**src/rtl/aib_link_bringup_ctrl_if.sv**
```systemverilog
// Avalon-MM config port between the bring-up sequencer (master) and the AIB config endpoint (slave).
// Write is held with stable address/data until a cycle with waitreq low accepts it.
interface aib_link_bringup_ctrl_if #(
   parameter int AVMM_WIDTH = 32,
   parameter int BYTE_WIDTH = 4
);
   logic [16:0]           o_cfg_avmm_addr;
   logic [BYTE_WIDTH-1:0] o_cfg_avmm_byte_en;
   logic                  o_cfg_avmm_write;
   logic [AVMM_WIDTH-1:0] o_cfg_avmm_wdata;
   logic                  i_cfg_avmm_waitreq;

   modport master (
      output o_cfg_avmm_addr, o_cfg_avmm_byte_en, o_cfg_avmm_write, o_cfg_avmm_wdata,
      input  i_cfg_avmm_waitreq
   );

   modport slave (
      input  o_cfg_avmm_addr, o_cfg_avmm_byte_en, o_cfg_avmm_write, o_cfg_avmm_wdata,
      output i_cfg_avmm_waitreq
   );
endinterface

```
**src/rtl/aib_link_bringup_ctrl.sv**
```systemverilog
// AIB follower bring-up: table-driven config writes, reset release, lock request, wait for link, retry/fail.
// Outputs decode the registered state (zero added latency); config writes stall indefinitely on waitreq.
module aib_link_bringup_ctrl #(
   parameter int                            NBR_CHNLS    = 24,
   parameter int                            ACTIVE_CHNLS = 1,
   parameter int                            AVMM_WIDTH   = 32,
   parameter int                            BYTE_WIDTH   = 4,
   parameter int                            NUM_CFG      = 4,
   parameter logic [NUM_CFG*17-1:0]         CFG_ADDR     = '0,
   parameter logic [NUM_CFG*AVMM_WIDTH-1:0] CFG_DATA     = '0,
   parameter int                            SETTLE_CYC   = 16,
   parameter int                            TIMEOUT_CYC  = 65535,
   parameter int                            MAX_RETRY    = 3
) (
   input  logic                   clk_wr,
   input  logic                   rst_wr,
   input  logic                   start,
   aib_link_bringup_ctrl_if.master cfg,
   output logic [NBR_CHNLS-1:0]   ns_adapter_rstn,
   output logic [NBR_CHNLS-1:0]   ns_mac_rdy,
   output logic [NBR_CHNLS-1:0]   sl_tx_dcc_dll_lock_req,
   output logic [NBR_CHNLS-1:0]   sl_rx_dcc_dll_lock_req,
   input  logic [NBR_CHNLS-1:0]   fs_mac_rdy,
   input  logic [NBR_CHNLS-1:0]   sl_tx_transfer_en,
   input  logic [NBR_CHNLS-1:0]   m_rx_align_done,
   output logic                   link_up,
   output logic                   link_fail,
   output logic [1:0]             retry_cnt,
   output logic [2:0]             state
);

   typedef enum logic [2:0] {
      S_IDLE      = 3'd0,
      S_CFG       = 3'd1,
      S_RST_REL   = 3'd2,
      S_LOCK      = 3'd3,
      S_WAIT_XFER = 3'd4,
      S_UP        = 3'd5,
      S_RECOVER   = 3'd6,
      S_FAIL      = 3'd7
   } state_t;

   localparam int                   TW          = $clog2(TIMEOUT_CYC + 1);
   localparam int                   SW          = $clog2(SETTLE_CYC + 1);
   localparam logic [NBR_CHNLS-1:0] ACT_MASK    = {NBR_CHNLS{1'b1}} >> (NBR_CHNLS - ACTIVE_CHNLS);
   localparam logic [TW-1:0]        TMO_LAST    = TW'(TIMEOUT_CYC - 1);
   localparam logic [SW-1:0]        SETTLE_LAST = SW'(SETTLE_CYC - 1);
   localparam logic [3:0]           IDX_LAST    = 4'(NUM_CFG - 1);

   state_t        r_state, w_state_nxt;
   logic [3:0]    r_idx, w_idx_nxt;
   logic [TW-1:0] r_timer, w_timer_nxt;
   logic [SW-1:0] r_settle, w_settle_nxt;
   logic [1:0]    r_retry, w_retry_nxt;
   logic          w_ready;
   logic          w_write;
   logic          w_rst_lvl;
   logic          w_lock_lvl;

   // Only the sequenced channels must all report ready; the rest are don't-care.
   assign w_ready = ((fs_mac_rdy        & ACT_MASK) == ACT_MASK) &&
                    ((sl_tx_transfer_en & ACT_MASK) == ACT_MASK) &&
                    ((m_rx_align_done   & ACT_MASK) == ACT_MASK);

   always_ff @(posedge clk_wr) begin
      if (rst_wr) begin
         r_state  <= S_IDLE;
         r_idx    <= '0;
         r_timer  <= '0;
         r_settle <= '0;
         r_retry  <= '0;
      end else begin
         r_state  <= w_state_nxt;
         r_idx    <= w_idx_nxt;
         r_timer  <= w_timer_nxt;
         r_settle <= w_settle_nxt;
         r_retry  <= w_retry_nxt;
      end
   end

   always_comb begin
      w_state_nxt  = r_state;
      w_idx_nxt    = r_idx;
      w_timer_nxt  = r_timer;
      w_settle_nxt = r_settle;
      w_retry_nxt  = r_retry;
      w_write      = 1'b0;
      w_rst_lvl    = 1'b0;
      w_lock_lvl   = 1'b0;
      case (r_state)
         S_IDLE: begin
            if (start) begin
               w_state_nxt = S_CFG;
               w_idx_nxt   = '0;
            end
         end
         S_CFG: begin
            w_write = 1'b1;
            if (!cfg.i_cfg_avmm_waitreq) begin
               if (r_idx == IDX_LAST) begin
                  w_state_nxt  = S_RST_REL;
                  w_settle_nxt = '0;
               end else begin
                  w_idx_nxt = r_idx + 4'd1;
               end
            end
         end
         S_RST_REL: begin
            w_rst_lvl = 1'b1;
            if (r_settle == SETTLE_LAST) w_state_nxt  = S_LOCK;
            else                         w_settle_nxt = r_settle + 1'b1;
         end
         S_LOCK: begin
            w_rst_lvl   = 1'b1;
            w_lock_lvl  = 1'b1;
            w_timer_nxt = '0;
            w_state_nxt = S_WAIT_XFER;
         end
         S_WAIT_XFER: begin
            w_rst_lvl   = 1'b1;
            w_lock_lvl  = 1'b1;
            w_timer_nxt = r_timer + 1'b1;
            if (w_ready)                  w_state_nxt = S_UP;
            else if (r_timer == TMO_LAST) w_state_nxt = S_RECOVER;
         end
         S_UP: begin
            w_rst_lvl  = 1'b1;
            w_lock_lvl = 1'b1;
            if (!w_ready) w_state_nxt = S_RECOVER;
         end
         S_RECOVER: begin
            // Config survives a retry; only the adapter side is cycled.
            if (int'(r_retry) < MAX_RETRY) begin
               w_retry_nxt  = (r_retry == 2'd3) ? 2'd3 : r_retry + 2'd1;
               w_settle_nxt = '0;
               w_state_nxt  = S_RST_REL;
            end else begin
               w_state_nxt = S_FAIL;
            end
         end
         S_FAIL: begin
            if (start) begin
               w_retry_nxt = '0;
               w_idx_nxt   = '0;
               w_state_nxt = S_CFG;
            end
         end
         default: w_state_nxt = S_IDLE;
      endcase
   end

   assign cfg.o_cfg_avmm_write   = w_write;
   assign cfg.o_cfg_avmm_byte_en = w_write ? {BYTE_WIDTH{1'b1}} : '0;
   assign cfg.o_cfg_avmm_addr    = w_write ? CFG_ADDR[17*r_idx +: 17] : '0;
   assign cfg.o_cfg_avmm_wdata   = w_write ? CFG_DATA[AVMM_WIDTH*r_idx +: AVMM_WIDTH] : '0;

   assign ns_adapter_rstn        = w_rst_lvl  ? ACT_MASK : '0;
   assign ns_mac_rdy             = w_rst_lvl  ? ACT_MASK : '0;
   assign sl_tx_dcc_dll_lock_req = w_lock_lvl ? ACT_MASK : '0;
   assign sl_rx_dcc_dll_lock_req = w_lock_lvl ? ACT_MASK : '0;

   assign link_up   = (r_state == S_UP);
   assign link_fail = (r_state == S_FAIL);
   assign retry_cnt = r_retry;
   assign state     = r_state;

endmodule

```
**src/flat_wrapper.sv**
```systemverilog
// flat-port wrapper written by rule: the top's interface ports become plain ports
module aib_link_bringup_ctrl_flat 
#(
   parameter int                            NBR_CHNLS    = 24,
   parameter int                            ACTIVE_CHNLS = 1,
   parameter int                            AVMM_WIDTH   = 32,
   parameter int                            BYTE_WIDTH   = 4,
   parameter int                            NUM_CFG      = 4,
   parameter logic [NUM_CFG*17-1:0]         CFG_ADDR     = '0,
   parameter logic [NUM_CFG*AVMM_WIDTH-1:0] CFG_DATA     = '0,
   parameter int                            SETTLE_CYC   = 16,
   parameter int                            TIMEOUT_CYC  = 65535,
   parameter int                            MAX_RETRY    = 3
)
  (clk_wr, rst_wr, start, ns_adapter_rstn, ns_mac_rdy, sl_tx_dcc_dll_lock_req, sl_rx_dcc_dll_lock_req, fs_mac_rdy, sl_tx_transfer_en, m_rx_align_done, link_up, link_fail, retry_cnt, state, cfg_o_cfg_avmm_addr, cfg_o_cfg_avmm_byte_en, cfg_o_cfg_avmm_write, cfg_o_cfg_avmm_wdata, cfg_i_cfg_avmm_waitreq);
  aib_link_bringup_ctrl_if #(.AVMM_WIDTH(AVMM_WIDTH), .BYTE_WIDTH(BYTE_WIDTH)) cfg_i ();
  input  logic clk_wr;
  input  logic rst_wr;
  input  logic start;
  output logic [NBR_CHNLS-1:0] ns_adapter_rstn;
  output logic [NBR_CHNLS-1:0] ns_mac_rdy;
  output logic [NBR_CHNLS-1:0] sl_tx_dcc_dll_lock_req;
  output logic [NBR_CHNLS-1:0] sl_rx_dcc_dll_lock_req;
  input  logic [NBR_CHNLS-1:0] fs_mac_rdy;
  input  logic [NBR_CHNLS-1:0] sl_tx_transfer_en;
  input  logic [NBR_CHNLS-1:0] m_rx_align_done;
  output logic link_up;
  output logic link_fail;
  output logic [1:0] retry_cnt;
  output logic [2:0] state;
  output wire logic [$bits(cfg_i.o_cfg_avmm_addr)-1:0] cfg_o_cfg_avmm_addr;
  output wire logic [$bits(cfg_i.o_cfg_avmm_byte_en)-1:0] cfg_o_cfg_avmm_byte_en;
  output wire logic [$bits(cfg_i.o_cfg_avmm_write)-1:0] cfg_o_cfg_avmm_write;
  output wire logic [$bits(cfg_i.o_cfg_avmm_wdata)-1:0] cfg_o_cfg_avmm_wdata;
  input wire logic [$bits(cfg_i.i_cfg_avmm_waitreq)-1:0] cfg_i_cfg_avmm_waitreq;
  assign cfg_o_cfg_avmm_addr = cfg_i.o_cfg_avmm_addr;
  assign cfg_o_cfg_avmm_byte_en = cfg_i.o_cfg_avmm_byte_en;
  assign cfg_o_cfg_avmm_write = cfg_i.o_cfg_avmm_write;
  assign cfg_o_cfg_avmm_wdata = cfg_i.o_cfg_avmm_wdata;
  assign cfg_i.i_cfg_avmm_waitreq = cfg_i_cfg_avmm_waitreq;
  aib_link_bringup_ctrl #(.NBR_CHNLS(NBR_CHNLS), .ACTIVE_CHNLS(ACTIVE_CHNLS), .AVMM_WIDTH(AVMM_WIDTH), .BYTE_WIDTH(BYTE_WIDTH), .NUM_CFG(NUM_CFG), .CFG_ADDR(CFG_ADDR), .CFG_DATA(CFG_DATA), .SETTLE_CYC(SETTLE_CYC), .TIMEOUT_CYC(TIMEOUT_CYC), .MAX_RETRY(MAX_RETRY)) u_core (.clk_wr(clk_wr), .rst_wr(rst_wr), .start(start), .cfg(cfg_i), .ns_adapter_rstn(ns_adapter_rstn), .ns_mac_rdy(ns_mac_rdy), .sl_tx_dcc_dll_lock_req(sl_tx_dcc_dll_lock_req), .sl_rx_dcc_dll_lock_req(sl_rx_dcc_dll_lock_req), .fs_mac_rdy(fs_mac_rdy), .sl_tx_transfer_en(sl_tx_transfer_en), .m_rx_align_done(m_rx_align_done), .link_up(link_up), .link_fail(link_fail), .retry_cnt(retry_cnt), .state(state));
endmodule
```
**config.mk**
```make
export PLATFORM = sky130hd
export DESIGN_NAME = aib_link_bringup_ctrl_flat
export DESIGN_NICKNAME = d
export VERILOG_FILES = /design/src/rtl/aib_link_bringup_ctrl_if.sv /design/src/rtl/aib_link_bringup_ctrl.sv /design/src/flat_wrapper.sv
export SDC_FILE = /design/constraint.sdc
export NUM_CORES = 1
export LEC_CHECK = 0
export ABC_AREA = 1
export CAP_MARGIN = 25
export CORE_ASPECT_RATIO = 1.4
export CORE_MARGIN = 2
export CORE_UTILIZATION = 36
export DETAILED_ROUTE_END_ITERATION = 8
export PLACE_DENSITY_LB_ADDON = 0.12
export REMOVE_ABC_BUFFERS = 1
export SKIP_CTS_REPAIR_TIMING = 1
export SLEW_MARGIN = 20
export SYNTH_ARGS = -nofsm -noshare
export SYNTH_HDL_FRONTEND = slang
export SYNTH_SLANG_ARGS = --single-unit
```
**constraint.sdc**
```tcl
create_clock -name clk_wr -period 3.7 [get_ports clk_wr]
set_clock_uncertainty 0.15 [all_clocks]
set_input_delay 0.37 -clock clk_wr [delete_from_list [all_inputs] [get_ports clk_wr]]
set_output_delay 0.37 -clock clk_wr [all_outputs]
set_load 0.02 [all_outputs]
```
==> metrics.yaml <==
status:
  status: "complete, no violations"
placement:
  place.detailed.hpwl_um: 4171
  gp_congestion: 0.7787
  port_buffers: 22
worst_setup_path:
  ff2ff_path_depth: 12
  crit_type: "reg2out"
  worstReg2RegEnd: "u_core.r_settle[1]"
  cp_data_arrival_time_ps: 2230
  critPathLaunchType: "flip-flop"
  worstPathMaxFanout: 11
  end_kind: "output pin"
  r2r-start: "u_core.r_settle[0]"
  critical_path_required_ps: 3180
  r2r_slack_ps: 1790
yosys:
  postSynthCellCount: 422
  synth_top_cell_area_share_pct: 38.84
  yosysSeqAreaShare_pct: 20.72
  synth_top_area_cell: "buf_4"
  synth_area_um2: 2899
  yosysUniqueCellTypes: 31
  netlist_top_cells_area: "buf_4 39%, dfxtp_1 21%, nand2_1 8.7%"
  synth.avg_cell_area_um2: 6.870
  ys_ff_latch: 30
  yosys_warnings: 0
min_path:
  hold_depth: 2
  hold-path-endpoint: "u_core.r_settle[4]"
  min_path_type: "reg2reg"
  hold_path_startpoint: "u_core.r_settle[4]"
sta:
  tightest_slew_ps: 546.5
  maxSlewHeadroom_pct: 63.51
  rsz0062_at_grt: "false"
  report.final.slew_viol_count: 0
  finalSetupViolCount: 0
  hold_viol_final: 0
  period_minus_slack_ps: 2752
  fin_crit_sh_pct: 74.38
  max_freq_mhz: 363.3
  fin_tns_setup_ps: 0
die:
  core_um2: 7797
  start_util_pct: 37.18
  rows: 38
  pin_count: 233
  fp.dieW_um: 79.84
  die_h_um: 110.2
  dieArea_um2: 8797
detailed_routing:
  drtIter0Drc: 49
  vias_per_cell: 3.913
  drt_pass1_iterations: 4
  wl_met1_um: 2255
  wirelength_um: 5190
  drc: 0
  routedWlPerCell_um: 9.611
  vias: 2113
  wl_met2_um: 2498
  ant_nets: 0
  met3WireLength_um: 360
  highest_layer: "met4"
pwr:
  p_per_area_nw_per_um2: 531.4
  p_leak_nw: 1.256
  max-vdd-ir-drop_mv: 0.3360
clocking:
  cts_buffers: 5
  clock_latency_ps: 290
  clk_pin_slew_worst_paths_ps: 70
  htree_num_levels: 2
  cts_tree: "yes"
  cts_root_buffer: "clkbuf_8"
  cts.sinks: 30
  cts.path.max_buffers: 2
cells_and_area:
  area_delta_synth_final_pct: -5.222
  layout.nets: 520
  final_common_cell: "conb_1"
  diodes: 0
  final_core_util_pct: 35.24
  final_cell_mix: "141 x conb_1, 67 x nand2_1, 43 x nor2_1"
  drive_gt1_share_pct: 8.182
  n_fill_cell: 863
global_routing:
  first_global_vias: 1667
  track_usage_pct: 11.55
  grt_start_max_net_pins: 17
  grt_first_pass_wirelength_um: 7921
  antenna_found_initial: 0
  grt-ovfl-total: 0
job:
  maxCapViolCount: 0
## state kept, by name, summed over array words and instances (netlist names)
name,flops
u_core.r_idx,4
u_core.state,3
u_core.r_timer,16
u_core.r_settle,5
u_core.retry_cnt,2
## layer usage
layer	up-vias	global-route usage (%)
li1	1080	-
met1	923	14.17
met2	104	19.93
met3	6	2.280
met4	0	4.358
met5	-	0
## metrics by stage
step | power [W] | cells | instance area [um2] | setup slack, ps | hold slack (ps)
after floorplan | 0.0009102 | 409 | 2286 | 1779 | 282.4
after global placement | 0.001135 | 532 | 2639 | 1264 | 302.1
after detailed placement | 0.001136 | 532 | 2639 | 1251 | 317.4
after CTS | 0.001484 | 540 | 2748 | 910.8 | 328.6
after global routing | 0.001567 | 540 | 2748 | 799.2 | 361.4
final | 0.001460 | 540 | 2748 | 947.8 | 327.8
## worst max path at each step
stage | end | cells after the start | start
floorplan | ns_adapter_rstn[0] | 5 | u_core.state[2]
global placement | ns_adapter_rstn[0] | 6 | u_core.state[2]
detailed placement | ns_adapter_rstn[0] | 6 | u_core.state[2]
CTS | ns_adapter_rstn[0] | 6 | u_core.state[2]
global route | ns_adapter_rstn[0] | 7 | u_core.state[1]
finish | ns_adapter_rstn[0] | 6 | u_core.state[2]
## cell usage after synthesis, drive strengths merged
master and count:
buf 151, nand2 69, nor2 46, inv 31
dfxtp 30, nand3 28, a21oi 25, o21ai 15
ha 5, a211oi 4, nand4 4, nor3 4
xor2 3, clkbuf 2, a31oi 1, conb 1
nand3b 1, nor3b 1, or2 1
## worst max-delay path: stages, from the launching register on
cell	delay, ps
dfxtp_1	670
nor2_2	120
inv_2	210
nand2_1	120
inv_2	130
nand3_1	130
clkdlybuf4s50_1	570
## logic make-up (layout without fill, tap and decap cells)
logic type / after synthesis / count (layout) / share of synthesized area [%]
AOI/OAI and AO/OA: 45 / 45 / 8.416
xor gates and xnor gates: 3 / 3 / 0.9065
adders and majority gates: 5 / 5 / 2.158
buffers and inverters: 184 / 62 / 43.38
DFF: 30 / 30 / 20.72
other: 1 / 141 / 0.1294
and+or+nand+nor: 154 / 154 / 24.30
## layout make-up
class / count / area [um2] / share of cell area (%)
Clock buffer: 5 / 68.82 / 2.505
Sequential cell: 30 / 600.6 / 21.86
Multi-Input combinational cell: 348 / 1567 / 57.01
Timing Repair Buffer: 23 / 227.7 / 8.288
Clock inverter: 3 / 40.04 / 1.457
Tap cell: 100 / 125.1 / 4.554
Inverter: 31 / 118.9 / 4.326
## report_power, final
part | leakage, nW | switching, W | internal (W) | total (W)
combinational | 0.955 | 0.000501 | 0.000220 | 0.000721
sequential | 0.243 | 0.0000541 | 0.000353 | 0.000407
clock | 0.0579 | 0.000134 | 0.000198 | 0.000332
No activity file was read; power rests on OpenSTA's default activity.
